`src/rtl/pifo_task_issuer.sv`:
```
// pifo_task_issuer: buffers push/pop requests for a set of PIFO trees and
// issues them one at a time to a shared port. A rejected op is retried after
// a fixed backoff and is dropped once it has been rejected ATTEMPT_MAX times.
// A pop waits POP_LAT cycles for the port to return data, then produces one
// response.
//
// Handshake: a request transfers on a rising edge where i_req_valid and
// o_req_ready are both 1. o_req_ready depends only on the registered count,
// so a full FIFO refuses input even in a cycle where the head leaves.
// Port side: during an issue cycle the op is presented from registered state,
// and i_task_fail in that same cycle accepts (0) or rejects (1) it.
module pifo_task_issuer #(
    parameter int PTW         = 16,
    parameter int MTW         = 0,
    parameter int TREE_NUM    = 4,
    parameter int FIFO_SIZE   = 8,
    parameter int POP_LAT     = 2,
    parameter int BACKOFF     = 3,
    parameter int ATTEMPT_MAX = 4,
    localparam int DW = MTW + PTW,
    localparam int TW = $clog2(TREE_NUM),
    localparam int CW = $clog2(FIFO_SIZE + 1)
) (
    input  logic          i_clk,
    input  logic          i_rst,
    // request queue
    input  logic          i_req_valid,
    output logic          o_req_ready,
    input  logic          i_req_op,
    input  logic [TW-1:0] i_req_tree_id,
    input  logic [DW-1:0] i_req_data,
    // port side
    output logic [TW-1:0] o_tree_id,
    output logic          o_push,
    output logic [DW-1:0] o_push_data,
    output logic          o_pop,
    input  logic          i_task_fail,
    input  logic [DW-1:0] i_pop_data,
    // responses and status
    output logic          o_rsp_valid,
    output logic [TW-1:0] o_rsp_tree_id,
    output logic [DW-1:0] o_rsp_data,
    output logic          o_rsp_empty,
    output logic          o_drop,
    output logic [TW-1:0] o_drop_tree_id,
    output logic [CW-1:0] o_count,
    // debug view of the issue FSM
    output logic [1:0]    o_dbg_state
);

    localparam int AW = $clog2(FIFO_SIZE);
    localparam logic [CW-1:0] FULL_CNT = CW'(FIFO_SIZE);
    localparam logic [3:0]    ATT_LAST = 4'(ATTEMPT_MAX - 1);
    localparam logic [3:0]    WAIT_POP = 4'(POP_LAT);
    localparam logic [3:0]    WAIT_BO  = 4'(BACKOFF);

    typedef enum logic [1:0] {
        S_IDLE     = 2'd0,
        S_ISSUE    = 2'd1,
        S_BACKOFF  = 2'd2,
        S_POP_WAIT = 2'd3
    } state_t;

    state_t        state_q;
    logic [AW-1:0] wr_ptr_q;
    logic [AW-1:0] rd_ptr_q;
    logic [CW-1:0] count_q;
    logic [CW-1:0] count_d;
    logic [3:0]    attempt_q;
    logic [3:0]    wait_cnt_q;
    logic [TW-1:0] pop_tree_q;

    logic          rsp_valid_q;
    logic [TW-1:0] rsp_tree_q;
    logic [DW-1:0] rsp_data_q;
    logic          rsp_empty_q;
    logic          drop_q;
    logic [TW-1:0] drop_tree_q;

    logic          op_mem   [FIFO_SIZE];
    logic [TW-1:0] tree_mem [FIFO_SIZE];
    logic [DW-1:0] data_mem [FIFO_SIZE];

    logic          head_op;
    logic [TW-1:0] head_tree;
    logic [DW-1:0] head_data;
    logic          enq;
    logic          deq;
    logic          last_try;

    assign head_op   = op_mem[rd_ptr_q];
    assign head_tree = tree_mem[rd_ptr_q];
    assign head_data = data_mem[rd_ptr_q];

    assign o_req_ready = (count_q < FULL_CNT);
    assign enq         = i_req_valid & o_req_ready;
    // The head leaves on an accepted op or on its final rejected attempt.
    assign last_try    = (attempt_q == ATT_LAST);
    assign deq         = (state_q == S_ISSUE) & (~i_task_fail | last_try);

    // Occupancy after this edge; enqueue and dequeue together leave it unchanged.
    always_comb begin
        count_d = count_q;
        case ({enq, deq})
            2'b10:   count_d = count_q + CW'(1);
            2'b01:   count_d = count_q - CW'(1);
            default: count_d = count_q;
        endcase
    end

    // Request storage; unread slots need no reset because the count gates reads.
    always_ff @(posedge i_clk) begin
        if (enq) begin
            op_mem[wr_ptr_q]   <= i_req_op;
            tree_mem[wr_ptr_q] <= i_req_tree_id;
            data_mem[wr_ptr_q] <= i_req_data;
        end
    end

    // FIFO pointers (wrap naturally at the power-of-two depth) and occupancy.
    always_ff @(posedge i_clk) begin
        if (i_rst) begin
            wr_ptr_q <= '0;
            rd_ptr_q <= '0;
            count_q  <= '0;
        end else begin
            if (enq) wr_ptr_q <= wr_ptr_q + AW'(1);
            if (deq) rd_ptr_q <= rd_ptr_q + AW'(1);
            count_q <= count_d;
        end
    end

    // Port drive: only an ISSUE cycle presents the head entry.
    always_comb begin
        o_push      = 1'b0;
        o_pop       = 1'b0;
        o_tree_id   = '0;
        o_push_data = '0;
        if (state_q == S_ISSUE) begin
            o_push    = ~head_op;
            o_pop     = head_op;
            o_tree_id = head_tree;
            if (!head_op) o_push_data = head_data;
        end
    end

    // Issue FSM with retry/backoff, drop, pop latency and registered responses.
    always_ff @(posedge i_clk) begin
        if (i_rst) begin
            state_q     <= S_IDLE;
            attempt_q   <= '0;
            wait_cnt_q  <= '0;
            pop_tree_q  <= '0;
            rsp_valid_q <= 1'b0;
            rsp_tree_q  <= '0;
            rsp_data_q  <= '0;
            rsp_empty_q <= 1'b0;
            drop_q      <= 1'b0;
            drop_tree_q <= '0;
        end else begin
            rsp_valid_q <= 1'b0;
            drop_q      <= 1'b0;
            case (state_q)
                S_IDLE: begin
                    if (count_q != '0) state_q <= S_ISSUE;
                end
                S_ISSUE: begin
                    if (!i_task_fail) begin
                        attempt_q <= '0;
                        if (head_op) begin
                            state_q    <= S_POP_WAIT;
                            wait_cnt_q <= WAIT_POP;
                            pop_tree_q <= head_tree;
                        end else begin
                            state_q <= (count_d != '0) ? S_ISSUE : S_IDLE;
                        end
                    end else if (last_try) begin
                        attempt_q   <= '0;
                        drop_q      <= 1'b1;
                        drop_tree_q <= head_tree;
                        state_q     <= (count_d != '0) ? S_ISSUE : S_IDLE;
                    end else begin
                        attempt_q  <= attempt_q + 4'd1;
                        wait_cnt_q <= WAIT_BO;
                        state_q    <= S_BACKOFF;
                    end
                end
                S_BACKOFF: begin
                    wait_cnt_q <= wait_cnt_q - 4'd1;
                    if (wait_cnt_q == 4'd1) state_q <= S_ISSUE;
                end
                S_POP_WAIT: begin
                    wait_cnt_q <= wait_cnt_q - 4'd1;
                    if (wait_cnt_q == 4'd1) begin
                        rsp_valid_q <= 1'b1;
                        rsp_data_q  <= i_pop_data;
                        rsp_tree_q  <= pop_tree_q;
                        rsp_empty_q <= &i_pop_data;
                        state_q     <= (count_d != '0) ? S_ISSUE : S_IDLE;
                    end
                end
                default: state_q <= S_IDLE;
            endcase
        end
    end

    assign o_rsp_valid    = rsp_valid_q;
    assign o_rsp_tree_id  = rsp_tree_q;
    assign o_rsp_data     = rsp_data_q;
    assign o_rsp_empty    = rsp_empty_q;
    assign o_drop         = drop_q;
    assign o_drop_tree_id = drop_tree_q;
    assign o_count        = count_q;
    assign o_dbg_state    = state_q;

endmodule

```
`config.mk`:
```
export PLATFORM = sky130hd
export DESIGN_NAME = pifo_task_issuer
export DESIGN_NICKNAME = d
export VERILOG_FILES = /design/src/rtl/pifo_task_issuer.sv
export SDC_FILE = /design/constraint.sdc
export NUM_CORES = 1
export LEC_CHECK = 0
export CORE_ASPECT_RATIO = 0.75
export CORE_MARGIN = 3
export CORE_UTILIZATION = 50
export CTS_CLUSTER_SIZE = 14
export DETAILED_ROUTE_END_ITERATION = 7
export PLACE_DENSITY = 0.8
export RECOVER_POWER = 100
export SYNTH_ARGS = -nofsm -noshare
export SYNTH_HDL_FRONTEND = slang
export SYNTH_SLANG_ARGS = --single-unit
export TNS_END_PERCENT = 5
```
`constraint.sdc`:
```
create_clock -name i_clk -period 5.6 [get_ports i_clk]
set_input_delay 0.84 -clock i_clk [delete_from_list [all_inputs] [get_ports i_clk]]
set_output_delay 0.84 -clock i_clk [all_outputs]
set_load 0.01 [all_outputs]
```
Word-level counts from Yosys, hierarchy flattened:

Memory sizes are Yosys's and may differ from the RTL's. A register that Yosys moved wholly into a read port is not among the register bits.
Cells that the tools add are included.
Widths: inputs -> output; s select.

* bitwise operators: 7
* order comparisons: 1
* $add $sub $neg: 6
* multiplexer cells: 30
* equal/unequal tests: 12
* reductions and logical operators: 13

Operators with widths (number)
* $mux 16: 2
* $mux 4: 5
* $mux 3: 6
* $pmux 4 s2: 2
* $reduce_and 16->1: 1
* $mux 2: 7
* $reduce_and 3->1: 4
* $add 4x1->4 const B: 2
* $pmux 2 s4: 1
* $reduce_bool 4->1: 2
* $sub 4x1->4 const B: 2
* $mux 1: 7
* $add 3x1->3 const B: 2
* $eq 2x2->1 const B: 3
* $ne 2x2->1 const B: 3
* $ne 3x3->1 const B: 2
* $eq 2x1->1 const B: 2
* $eq 4x1->1 const B: 1
* $eq 4x2->1 const B: 1
* $lt 4x4->1 const B: 1
* $not 1->1: 4
* $reduce_or 2->1: 2
* $reduce_or 3->1: 1
* $and 1x1->1: 2
* 4 further kinds: 4

* bits of input ports: 39
* output and inout bits: 50
* register bits: 45
* memories: 3
* RAM bits: 152
* logic and storage cells: 85

Memories
* data_mem: words 8, bits a word 16, read ports 1, clocked after memory_dff 1, write ports 1, line 82 `logic [DW-1:0] data_mem [FIFO_SIZE];`
* tree_mem: words 8, bits a word 2, read ports 1, clocked after memory_dff 1, write ports 1, line 81 `logic [TW-1:0] tree_mem [FIFO_SIZE];`
* op_mem: words 8, bits a word 1, read ports 1, clocked after memory_dff 1, write ports 1, line 80 `logic op_mem [FIFO_SIZE];`

Depth between registers and ports, before layout:

* depth in word-level cells: 10
* mapped depth: 11
* depth with buffers taken out: 10

Worst setup path after synthesis:

Ideal clock, no wire load.

* path type: input-to-reg
* from: in i_req_valid
* to: mem data_mem[0][0] in the netlist's numbering, enable pin
* setup time: 0.444 ns
* arrival time: 3.292 ns
* data required time: 5.156 ns
* slack: 1.864 ns
* cell stages on the path: 3
* buffers on the path: 0
* cell sequence: nor2b_1 inv_1 nor4_1

* word-level cells in the longest chain between the ends: 3

Ends and longest elaborated chain
* start: declaration: line 27 `input logic i_req_valid,`
* $and 1x1->1: line 96 `assign enq = i_req_valid & o_req_ready;`
* $mux 1: line 113 `if (enq) begin`
* $mux 1 (implied by the code): line 116 `data_mem[wr_ptr_q] <= i_req_data;`
* end: declaration: line 82

Every way passes these cells.

==> flow_summary.ini <==
[timing]
slew_headroom = -0.416
fin_skew_ns = 0.00735
fmax_ghz = 0.216
period_share = 0.826
finalSetupViolCount = 0
finalSetupTns_ns = 0
period_minus_slack_ns = 4.63
final-max-slew-violation-count = 49
hold-worst-slack_ns = 0.486
timing.final.hold_violations = 0
rsz0062_at_grt = false
worstMarginPinSlew_ns = 2.12

[synthesis]
yosys.area_share.simple = 0.0707
synth_fa_ha_area_frac = 0.0110
synth_xor_xnor_area_share = 0.0121
synth_cell_types = 51
synth_nets = 531
synth_top_area_cell = edfxtp_1
synth_cells = 485
synth_top_cells_by_area = edfxtp_1 57%, dfxtp_1 12%, mux4_2 10%
synth.most_common_cell = edfxtp_1
synth_commonest_cells = 152 x edfxtp_1, 64 x nor2_1, 48 x dfxtp_1, 43 x mux2i_1, 36 x mux4_2
avgSynthCellArea_um2 = 16.4
ys_ff_latch = 200
synth.area.mux_share = 0.161
ys_seq_area_frac = 0.693
synth_top_family_by_area = multiplexers
synth.top_cell.area_share = 0.573
async_reset_ff_frac = 0
synth_edf_count = 152
ys_warn_count = 0
synth_compound_area_frac = 0.0325
synth_area_um2 = 7970
synth_ff_type = edfxtp_1

[global_route]
grt_max_degree = 49
grt_pass1_wl_um = 25500
grt_use_total = 0.198
grt_pass1_vias = 4703
grt-ovfl-total = 0
antenna_found_initial = 1

[drt]
drt-total-wl_um = 16400
post_drt_wl_per_cell_um = 20.6
drtIter0Drc = 314
dr.pass1.iters = 7
drcViolationCount = 0
vias_per_cell = 5.65
vias = 4506
ant_nets = 0

[final_layout]
diodes = 0
drive_gt1_frac = 0.143
fin_nets = 626
area_growth_pct = 20.5

[pwr]
p_int_w = 0.00263
seqPwrFrac = 0.503
sw_frac_of_total = 0.263
comb_power_share = 0.176
powerDensity_nw_per_um2 = 371
vdd_drop_max_mv = 0.225
pwr-share-clk = 0.321
total_leakage_power_nw = 3.37
p_sw_w = 0.000938

[worst_setup_path]
crit_path_start_kind = flip-flop
crit_fanout = 23
r2r-end = pop_tree_q[0]
reg2regPathDepth = 5
crit_type = flip-flop to primary output
worstPathArrival_ns = 3.79
cp-end-kind = primary output
endpoint = o_tree_id[1]
reg2reg_slack_ns = 2.46
critPathRequiredTime_ns = 4.76

[floorplan]
dieArea_um2 = 17500
die_w_um = 152
num_rows = 39
ios = 89
die_y_um = 115
core-area_um2 = 15400
start_util = 0.517

[clocking]
cts_resized = 0
hold_buffers = 0
htreeDepth = 4
cts_made_buffers = 17
cts_root_buffer = clkbuf_16
clock_path_buffers = 2
tritoncts = yes
post-cts-setup-buffers = 0
cts.sink_count = 200
clk_latency_ns = 0.43
cts.reportedPaths.clkPinSlew_ns = 0.07

[place]
routabilityCongestion = 0.730
dp_hpwl_um = 10200
numPortBuffers = 88

[outcome]
violations = max-capacitance violations, max-slew violations
status = complete, but fails checks

[flow_run]
max-cap-violations = 1

[worst_hold_path]
hp-class = flip-flop to flip-flop
min_from = o_rsp_tree_id[1]
power by group through the flow:
stage	Sequential, W	Combinational, W	Clock [W]
5_1_grt	0.00181	0.000679	0.00123
2_1_floorplan	0.00178	0.000444	0
6_report	0.00179	0.000627	0.00114
4_1_cts	0.00180	0.000656	0.00117
3_5_place_dp	0.00183	0.000647	0
3_3_place_gp	0.00182	0.000627	0
layout make-up:
type	instances	area, µm²
repair buffers	101	945
well taps	205	256
multi-input cells	252	2290
clock buffers	19	433
clock inverters	13	120
fillers	1127	5820
inverters	8	30.0
flip-flops and latches	200	5530
critical path: stages (launching register included):
cell             delay [ns]
dfxtp_1                1.29
buf_4                  0.52
mux4_2                 0.56
mux2_2                 0.30
and2_1                 0.17
clkdlybuf4s50_1        0.47
per-layer routing:
metal | wire length [µm] | track usage
met1 | 6570 | 0.252
met2 | 8560 | 0.329
met3 | 1020 | 0.0583
met4 | 255 | 0.0682
met5 | 7 | 0
cell families (layout without fill, tap and decap cells):
group,Yosys count,count (layout)
flip-flops,200,200
adder cells (fa/ha/maj),7,7
AND/OR/NAND/NOR,118,118
buffers and inverters,33,141
XOR/XNOR,11,11
AO/OA/AOI/OAI,33,33
multiplexers,83,83
how the worst min path moves through the flow:
stage	endpoint	cells past startpoint	slack, ns
6_report	o_rsp_tree_id[1]	2	0.49
5_1_grt	o_rsp_tree_id[1]	2	0.52
4_1_cts	attempt_q[1]	2	0.49
3_5_place_dp	attempt_q[1]	2	0.48
3_3_place_gp	attempt_q[1]	2	0.46
2_1_floorplan	attempt_q[1]	2	0.45
state kept, by name, summed over array words and instances, names as in the netlist, 3 cells and up, named ones only:
register,flops
wait_cnt_q,4
tree_mem,16
o_rsp_data,16
data_mem,128
o_count,4
rd_ptr_q,3
op_mem,8
wr_ptr_q,3
attempt_q,4
placed cells by master (no fill, tap or decap), types with 6 or more instances in the layout:
| master | instances |
|---|---|
| edfxtp_1 | 152 |
| nor2_1 | 63 |
| dlygate4sd3_1 | 62 |
| dfxtp_1 | 48 |
| mux2i_1 | 43 |
| mux4_2 | 36 |
| clkdlybuf4s50_1 | 26 |
| clkbuf_16 | 17 |
| a21oi_1 | 12 |
| nand2_1 | 11 |
| clkbuf_1 | 11 |
| inv_1 | 8 |
| nor3_1 | 8 |
| xor2_1 | 8 |
| ha_1 | 7 |
| nand4_1 | 6 |
through the flow:
step | util | power (W) | instance area, µm² | instances | setup slack, ns
floorplan | - | 0.00223 | 7970 | 485 | 1.86
finish | 0.622 | 0.00357 | 9600 | 798 | 0.974
CTS | 0.627 | 0.00362 | 9670 | 798 | 1.37
detailed placement | 0.591 | 0.00247 | 9120 | 766 | 1.88
global placement | 0.591 | 0.00244 | 9120 | 766 | 1.91
global route | 0.622 | 0.00372 | 9600 | 798 | 0.624
No activity file was read; power rests on OpenSTA's default activity.
